### src/rtl/sram_bus_adapter.sv
// Bridges split read/write valid-ready channels onto a single-port SRAM with byte mask
// and registered read data; range-checks byte addresses and returns error-flagged beats.
//
// state   | meaning
// IDLE    | arbitrate pending read/write, issue SRAM access on the grant cycle
// RD_RESP | hold read-data beat (sram_dout or 0 on error) until r_data_ready
// WR_RESP | hold write response until w_resp_ready
module sram_bus_adapter #(
  parameter int data_width      = 32,
  parameter int bus_addr_width  = 32,
  parameter int sram_addr_width = 8,
  parameter logic [bus_addr_width-1:0] base_addr = '0
) (
  input  logic                       clock,
  input  logic                       resetn,
  input  logic                       r_addr_valid,
  output logic                       r_addr_ready,
  input  logic [bus_addr_width-1:0]  r_addr,
  output logic                       r_data_valid,
  input  logic                       r_data_ready,
  output logic [data_width-1:0]      r_data,
  output logic                       r_resp,
  input  logic                       w_addr_valid,
  output logic                       w_addr_ready,
  input  logic [bus_addr_width-1:0]  w_addr,
  input  logic                       w_data_valid,
  output logic                       w_data_ready,
  input  logic [data_width-1:0]      w_data,
  input  logic [3:0]                 w_strobe,
  output logic                       w_resp_valid,
  input  logic                       w_resp_ready,
  output logic                       w_resp,
  output logic                       sram_en,
  output logic                       sram_wen,
  output logic [3:0]                 sram_wmask,
  output logic [sram_addr_width-1:0] sram_addr,
  output logic [data_width-1:0]      sram_din,
  input  logic [data_width-1:0]      sram_dout
);

  localparam int aw = bus_addr_width;
  // Upper bound kept one bit wider so a window ending at 2^aw does not wrap.
  localparam logic [aw:0] win_lo = {1'b0, base_addr};
  localparam logic [aw:0] win_hi = win_lo + ((aw+1)'(1) << (sram_addr_width + 2));

  typedef enum logic [1:0] {IDLE, RD_RESP, WR_RESP} state_t;

  state_t state_q, state_d;
  logic   prio_q, prio_d;       // 0 = read wins next conflict, 1 = write wins
  logic   r_resp_q, r_resp_d;
  logic   w_resp_q, w_resp_d;

  function automatic logic in_range(input logic [aw-1:0] a);
    return ({1'b0, a} >= win_lo) && ({1'b0, a} < win_hi);
  endfunction

  function automatic logic [sram_addr_width-1:0] word_idx(input logic [aw-1:0] a);
    return sram_addr_width'((a - base_addr) >> 2);
  endfunction

  logic rd_req, wr_req, grant_rd, grant_wr, r_hit, w_hit;

  // Gating with resetn keeps sram_en low while reset is held.
  assign rd_req   = r_addr_valid && resetn && (state_q == IDLE);
  assign wr_req   = w_addr_valid && w_data_valid && resetn && (state_q == IDLE);
  assign grant_rd = rd_req && (!wr_req || !prio_q);
  assign grant_wr = wr_req && (!rd_req || prio_q);
  assign r_hit    = in_range(r_addr);
  assign w_hit    = in_range(w_addr);

  assign r_resp = r_resp_q;
  assign w_resp = w_resp_q;
  assign r_data = (state_q == RD_RESP && !r_resp_q) ? sram_dout : '0;

  always_comb begin
    state_d      = state_q;
    prio_d       = prio_q;
    r_resp_d     = r_resp_q;
    w_resp_d     = w_resp_q;
    r_addr_ready = 1'b0;
    w_addr_ready = 1'b0;
    w_data_ready = 1'b0;
    r_data_valid = 1'b0;
    w_resp_valid = 1'b0;
    sram_en      = 1'b0;
    sram_wen     = 1'b0;
    sram_wmask   = 4'h0;
    sram_addr    = '0;
    sram_din     = '0;
    case (state_q)
      IDLE: begin
        if (grant_wr) begin
          w_addr_ready = 1'b1;
          w_data_ready = 1'b1;
          sram_en      = w_hit;
          sram_wen     = w_hit;
          sram_wmask   = w_hit ? w_strobe : 4'h0;
          sram_din     = w_data;
          sram_addr    = word_idx(w_addr);
          w_resp_d     = !w_hit;
          state_d      = WR_RESP;
        end else if (grant_rd) begin
          r_addr_ready = 1'b1;
          sram_en      = r_hit;
          sram_addr    = word_idx(r_addr);
          r_resp_d     = !r_hit;
          state_d      = RD_RESP;
        end
        if (rd_req && wr_req) prio_d = ~prio_q;
      end
      RD_RESP: begin
        r_data_valid = 1'b1;
        if (r_data_ready) state_d = IDLE;
      end
      WR_RESP: begin
        w_resp_valid = 1'b1;
        if (w_resp_ready) state_d = IDLE;
      end
      default: state_d = IDLE;
    endcase
  end

  always_ff @(posedge clock or negedge resetn) begin
    if (!resetn) begin
      state_q  <= IDLE;
      prio_q   <= 1'b0;
      r_resp_q <= 1'b0;
      w_resp_q <= 1'b0;
    end else begin
      state_q  <= state_d;
      prio_q   <= prio_d;
      r_resp_q <= r_resp_d;
      w_resp_q <= w_resp_d;
    end
  end

endmodule

### config.mk
export PLATFORM = sky130hd
export DESIGN_NAME = sram_bus_adapter
export DESIGN_NICKNAME = d
export VERILOG_FILES = /design/src/rtl/sram_bus_adapter.sv
export SDC_FILE = /design/constraint.sdc
export NUM_CORES = 1
export LEC_CHECK = 0
export CAP_MARGIN = 10
export CORE_AREA = 2 2 88 90
export DETAILED_ROUTE_END_ITERATION = 6
export DIE_AREA = 0 0 90 92
export PLACE_DENSITY_LB_ADDON = 0.12
export SLEW_MARGIN = 10
export SYNTH_ARGS = -nofsm -noshare
export SYNTH_HDL_FRONTEND = slang
export SYNTH_SLANG_ARGS = --single-unit
### constraint.sdc
create_clock -name clock -period 2.8 [get_ports clock]
set_clock_uncertainty 0.05 [all_clocks]
set_input_delay 0.84 -clock clock [delete_from_list [all_inputs] [get_ports clock]]
set_output_delay 0.84 -clock clock [all_outputs]
set_load 0.005 [all_outputs]
* Yosys cells after proc, flatten, opt, wreduce, memory -nomap -nowiden
Index checks and enable logic that the tools add are counted.
** Storage, ports and cells
- Input bits :: 139
- Memory bits (writable) :: 0
- Output and inout bits :: 85
- Memories kept :: 0
- Bits in registers :: 5
- ROM bits :: 0
- Bits in latches :: 0
** Operators by class
- Bitwise logic cells :: 2
- Divide/modulo/power cells :: 0
- Muxes and demuxes :: 26
- Eq/ne operators :: 5
- $mul :: 0
- Add/sub/neg operators :: 0
- Order comparisons :: 2
- Reduce and logical (&&, ||, !) cells :: 22
- Shifts and indexed selects :: 0
** Operators by type and width (number)
- 32-bit two-way mux :: 3
- 32-bit by 11-bit less-than comparator with 1-bit output, second input constant :: 2
- 8-bit two-way mux :: 3
- 1-bit two-way mux :: 12
- 4-bit two-way mux :: 3
- 1-bit logical AND :: 9
- 2-bit two-way mux :: 4
- 1-bit logical NOT :: 6
- 2-bit case mux with 3 select lines :: 1
- 3-bit AND reduction :: 2
- 2-bit != test, second input constant :: 2
- 2-bit AND reduction :: 2
- 3-bit != test, second input constant :: 1
- 2-bit by 1-bit equality test with 1-bit output, second input constant :: 1
- 2-bit equality test, second input constant :: 1
- 2-bit logical NOT :: 1
- 1-bit logical OR :: 2
- 1-bit NOT :: 2

* Depth between registers and ports, before layout
Gate-level depths: netlist of the first run.
- Depth in word-level cells :: 9
- Depth in mapped cells :: 6

* Worst setup path before layout of the first run
OpenSTA, ideal clock, no wires.
- Path type :: input-to-output
- Start point :: input port w_addr_valid
- End point :: output port sram_en
- Data arrival time :: 1.779 ns
- Slack :: 0.131 ns
- Cell stages on the path :: 6
- Data required time :: 1.910 ns
- Path through :: and2_1 > and4_4 > buf_6 > and4b_1 > buf_6 > or2_1
** On the way
- Longest elaborated chain between the ends :: 9
** RTL lines
- start: declaration :: RTL line 23 : input logic w_addr_valid,
- 1-bit logical AND (*) (3 in series) :: RTL line 65 : assign wr_req = w_addr_valid && w_data_valid && resetn && (state_q == IDLE);
- 1-bit logical NOT :: RTL line 66 : assign grant_rd = rd_req && (!wr_req || !prio_q);
- 1-bit logical OR :: RTL line 66
- 1-bit logical AND :: RTL line 66
- 1-bit two-way mux :: RTL line 102 : end else if (grant_rd) begin
- 1-bit two-way mux (*) :: RTL line 92 : if (grant_wr) begin
- 1-bit two-way mux (*) :: RTL line 90 : case (state_q)
- end: declaration :: RTL line 33 : output logic sram_en,
Mark *: on every way between the ends. The rest lies on a longest branch, timed or not.

* Final worst setup path of the first run
- Start point :: input port w_data_valid
- End point :: output port sram_wmask[3]
** On the way
- Longest elaborated chain between the ends :: 6
** RTL lines
- start: declaration :: RTL line 26 : input logic w_data_valid,
- 1-bit logical AND (3 in series) :: RTL line 65
- 1-bit logical AND :: RTL line 67 : assign grant_wr = wr_req && (!rd_req || prio_q);
- 4-bit two-way mux :: RTL line 92
- 4-bit two-way mux :: RTL line 90
- end: declaration :: RTL line 35 : output logic [3:0] sram_wmask,
No other way between the ends.

==> metrics.txt, run 1 <==
# TYPE chip_impl_metric gauge
chip_impl_metric{name="clkTransAtPathRegs",unit="ns"} 0.03
chip_impl_metric{name="post_synth.cell_area_avg",unit="sq um"} 6.94
chip_impl_metric{name="number_of_detailed_routing_iterations_run_before_antenna_repair",unit=""} 4
chip_impl_metric{name="grt_max_degree",unit=""} 33
chip_impl_metric{name="cts.hold.buffers_added",unit=""} 0
chip_impl_metric{name="synth_largest_type_area_fraction",unit="%"} 48.2
chip_impl_info{name="worst_hold_path_type",value="register to register"} 1
chip_impl_metric{name="fin_nets",unit=""} 512
chip_impl_metric{name="vias_per_cell",unit=""} 3.96
chip_impl_info{name="synthDominantAreaCellType",value="sky130_fd_sc_hd__and2_1"} 1
chip_impl_metric{name="syn_area",unit="sq um"} 896
chip_impl_info{name="whs_endpoint",value="prio_q"} 1
chip_impl_info{name="timing.critical_path.from_type",value="input pin"} 1
chip_impl_metric{name="critical_path_peak_fanout",unit=""} 4
chip_impl_metric{name="cts-buffers-inserted",unit=""} 3
chip_impl_metric{name="worstMarginPinSlew",unit="ns"} 0.222
chip_impl_info{name="yosys-top-cells-area",value="sky130_fd_sc_hd__and2_1, sky130_fd_sc_hd__dfrtp_1, sky130_fd_sc_hd__a22o_1"} 1
chip_impl_metric{name="yosys_warnings",unit=""} 0
chip_impl_metric{name="reg2reg_slack",unit="ns"} 1.06
chip_impl_metric{name="fin_util",unit="%"} 49.8
chip_impl_metric{name="worst_hold_slack",unit="ns"} 0.438
chip_impl_info{name="violations",value="setup timing"} 1
chip_impl_metric{name="place.gp.congestion",unit=""} 0.686
chip_impl_metric{name="detail_route.iter0.violations",unit=""} 11
chip_impl_metric{name="clock-sinks",unit=""} 5
chip_impl_metric{name="ant_nets",unit=""} 0
chip_impl_metric{name="worstRegToRegCells",unit=""} 8
chip_impl_metric{name="worst_ep_required_time",unit="ns"} 1.91
chip_impl_info{name="crit_chain",value="buf_6 -> and2_4 -> and4_4 -> buf_12 -> and4b_2 -> buf_6 -> buf_6 -> and2_4 -> buf_6"} 1
chip_impl_metric{name="worst_slack_after_detailed_placement",unit="ns"} -0.801
chip_impl_info{name="root_buffer_cell",value="sky130_fd_sc_hd__clkbuf_8"} 1
chip_impl_metric{name="dp.final_hpwl",unit="microns"} 5330
chip_impl_metric{name="placed_cells",unit=""} 448
chip_impl_metric{name="p_leak",unit="nW"} 2.04
chip_impl_metric{name="grt_remaining_overflow",unit=""} 0
chip_impl_metric{name="syn_inst",unit=""} 129
chip_impl_metric{name="number_of_hold_violations_in_the_final_report",unit=""} 0
chip_impl_metric{name="synthesis.nets",unit=""} 268
chip_impl_info{name="min-delay-start",value="prio_q"} 1
chip_impl_metric{name="fmax",unit="MHz"} 336
chip_impl_info{name="r2r-start",value="state_q[0]"} 1
chip_impl_metric{name="fp-row-count",unit=""} 32
chip_impl_metric{name="critical_path.max_stage_delay",unit="ns"} 0.29
chip_impl_metric{name="floorplan.die_area",unit="sq um"} 8280
chip_impl_metric{name="worst_slack",unit="ns"} -0.179
chip_impl_metric{name="synth_cell_type_count",unit=""} 23
chip_impl_info{name="cpMostUsedCell",value="sky130_fd_sc_hd__buf_6"} 1
chip_impl_metric{name="total_power",unit="uW"} 652
chip_impl_metric{name="die_h",unit="microns"} 92
chip_impl_metric{name="finalCritPeriodShare",unit="%"} 106
chip_impl_metric{name="buffer_levels_on_the_longest_clock_path",unit=""} 2
chip_impl_metric{name="max_cap_viol",unit=""} 0
chip_impl_info{name="capture_instance_of_the_worst_register_to_register_path",value="w_resp"} 1
chip_impl_metric{name="port_buffers",unit=""} 219
chip_impl_metric{name="core_area",unit="sq um"} 7450
chip_impl_metric{name="vdd_drop_max",unit="V"} 0.000135
chip_impl_metric{name="io-pin-count",unit=""} 224
chip_impl_metric{name="initial_core_util",unit="%"} 12.0
chip_impl_info{name="run_status",value="finished with violations"} 1
chip_impl_info{name="worstSetupPathType",value="input pin to primary output"} 1
chip_impl_info{name="cp_slowest_cell",value="sky130_fd_sc_hd__and4b_2"} 1
chip_impl_metric{name="diodes",unit=""} 0
chip_impl_info{name="rsz0062_at_grt",value="yes"} 1
chip_impl_info{name="tritoncts",value="done"} 1
chip_impl_metric{name="remaining_drc_errors",unit=""} 0
chip_impl_metric{name="worst_hold_path.num_cells",unit=""} 1
chip_impl_metric{name="timing.max_slew.rel_slack",unit="%"} 85.1
chip_impl_metric{name="power.density_cell_area",unit="nW/um^2"} 176
chip_impl_metric{name="route.final.wire_length",unit="microns"} 6910
chip_impl_info{name="mostFrequentLayoutCell",value="sky130_fd_sc_hd__clkdlybuf4s50_1"} 1
chip_impl_metric{name="grt_util_all_layers",unit="%"} 15.4
chip_impl_metric{name="via_count_of_the_first_global_routing_pass",unit=""} 2008
chip_impl_metric{name="grt_pass1_wl",unit="microns"} 10200
chip_impl_metric{name="worst_ep_arrival",unit="ns"} 2.09
chip_impl_metric{name="ctsHtreeMaxLevel",unit=""} 1
chip_impl_metric{name="die_width",unit="microns"} 90
chip_impl_metric{name="wire_per_inst",unit="microns"} 14.6
chip_impl_metric{name="final-setup-viol-count",unit=""} 27
chip_impl_metric{name="yosys_register_bits",unit=""} 5
chip_impl_metric{name="total_vias_in_the_final_route",unit=""} 1877
chip_impl_info{name="most-common-layout-cells",value="sky130_fd_sc_hd__clkdlybuf4s50_1, sky130_fd_sc_hd__buf_6, sky130_fd_sc_hd__and2_1, sky130_fd_sc_hd__and2_4, sky130_fd_sc_hd__buf_2"} 1
chip_impl_metric{name="drive_gt1_share",unit="%"} 37.4
chip_impl_metric{name="synth_sequential_area_ratio",unit="%"} 14.0
chip_impl_metric{name="final-instance-count-excl-fill",unit=""} 474
chip_impl_metric{name="syn2layout_area_growth",unit="%"} 314
chip_impl_metric{name="final.min_clock_period",unit="ns"} 2.98
chip_impl_metric{name="layout.filler_cells",unit=""} 755
chip_impl_metric{name="total_count_of_max_transition_violations_in_the_final_report",unit=""} 0
chip_impl_metric{name="worstSkewPairLatency",unit="ns"} 0.22
chip_impl_info{name="critical_path.endpoint_type",value="primary output"} 1
chip_impl_metric{name="grt_antenna_before_repair",unit=""} 0
layout make-up:
class	instances	area (sq um)	area share (%)
Timing Repair Buffer	249	2560	68.9
Tap cell	102	128	3.44
Sequential cell	5	125	3.37
Multi-Input combinational cell	111	842	22.7
Clock buffer	4	45.0	1.21
Inverter	3	13.8	0.371
flip-flops by register name (all words and copies together), names as in the netlist:
signal / cells
r_resp: 1
state_q: 2
w_resp: 1
prio_q: 1
cells by family after synthesis:
logic type / Yosys count / share of synthesized area (%)
compound gates: 10 / 9.22
flops: 5 / 14.0
simple gates: 100 / 68.0
buf+inv: 13 / 7.82
xor+xnor: 1 / 0.978
synthesized netlist by cell type:
cell	n
sky130_fd_sc_hd__buf_6	2
sky130_fd_sc_hd__and2_1	69
sky130_fd_sc_hd__buf_2	2
sky130_fd_sc_hd__nor3_1	1
sky130_fd_sc_hd__clkbuf_1	5
sky130_fd_sc_hd__nand4_1	4
sky130_fd_sc_hd__xnor2_1	1
sky130_fd_sc_hd__nand3_1	1
sky130_fd_sc_hd__nor2b_1	1
sky130_fd_sc_hd__inv_2	1
sky130_fd_sc_hd__o21ai_0	1
sky130_fd_sc_hd__nand2_1	1
sky130_fd_sc_hd__nand2b_1	2
sky130_fd_sc_hd__dfrtp_1	5
sky130_fd_sc_hd__inv_1	2
sky130_fd_sc_hd__nor2_1	8
sky130_fd_sc_hd__buf_4	1
sky130_fd_sc_hd__and4b_1	1
sky130_fd_sc_hd__or2_1	1
sky130_fd_sc_hd__nor4_1	10
sky130_fd_sc_hd__a21o_1	1
sky130_fd_sc_hd__a22o_1	8
sky130_fd_sc_hd__and4_4	1
worst max-delay path by stage:
| stage | start | end | slack [ns] | cells after the start |
|---|---|---|---|---|
| floorplan | w_addr_valid | sram_en | 0.13 | 6 |
| global placement | w_addr[15] | sram_wmask[3] | -0.76 | 6 |
| detailed placement | w_addr[15] | sram_wmask[3] | -0.80 | 6 |
| CTS | w_data_valid | sram_wmask[3] | -0.19 | 9 |
| global route | w_addr[11] | sram_wmask[3] | -0.23 | 8 |
| finish | w_data_valid | sram_wmask[3] | -0.18 | 9 |
power breakdown:
part           leakage [nW]  switching (mW)  total (mW)  internal, mW
combinational          1.96           0.121       0.421         0.300
clock                0.0228          0.0350       0.133        0.0977
sequential           0.0563          0.0111      0.0983        0.0871
worst max-delay path, delay by kind of cell:
| kind | cells | cell delay (ns) |
|---|---|---|
| buffers and inverters | 5 | 0.46 |
| AND/OR/NAND/NOR | 4 | 0.78 |
layer usage:
| layer | vias to the layer above | GRT usage, % | part of all wire [%] |
|---|---|---|---|
| met2 | 144 | 31.0 | 53 |
| met3 | 6 | 6.24 | 13 |
| met4 | 0 | 3.21 | 1.1 |
| met1 | 809 | 14.5 | 33 |
| li1 | 918 | - | - |
| met5 | - | 0 | 0 |
timing repair:
| item | 4_1_cts | 5_1_grt |
|---|---|---|
| buffers inserted | 15 | 3 |
| gates cloned | 6 | 1 |
| setup endpoints to repair | 57 | 66 |
| gates resized for setup | 319 | 73 |
| pin swaps | 39 | 22 |
through the flow:
stage	TNS [ns]	cell area (sq um)
after global placement	-32.87	3240
after detailed placement	-33.43	3240
final	-2.02	3710
after global routing	-2.75	3710
after floorplan	0	896
after CTS	-2.75	3520
Note: power is estimated with default switching activity, not from simulation.
==> inputs of run 2 (changes only) <==
SLEW_MARGIN = 20   (was 10)
==> results of run 2 <==
No change in the layout: final DEF, timing and power equal those of run 1.
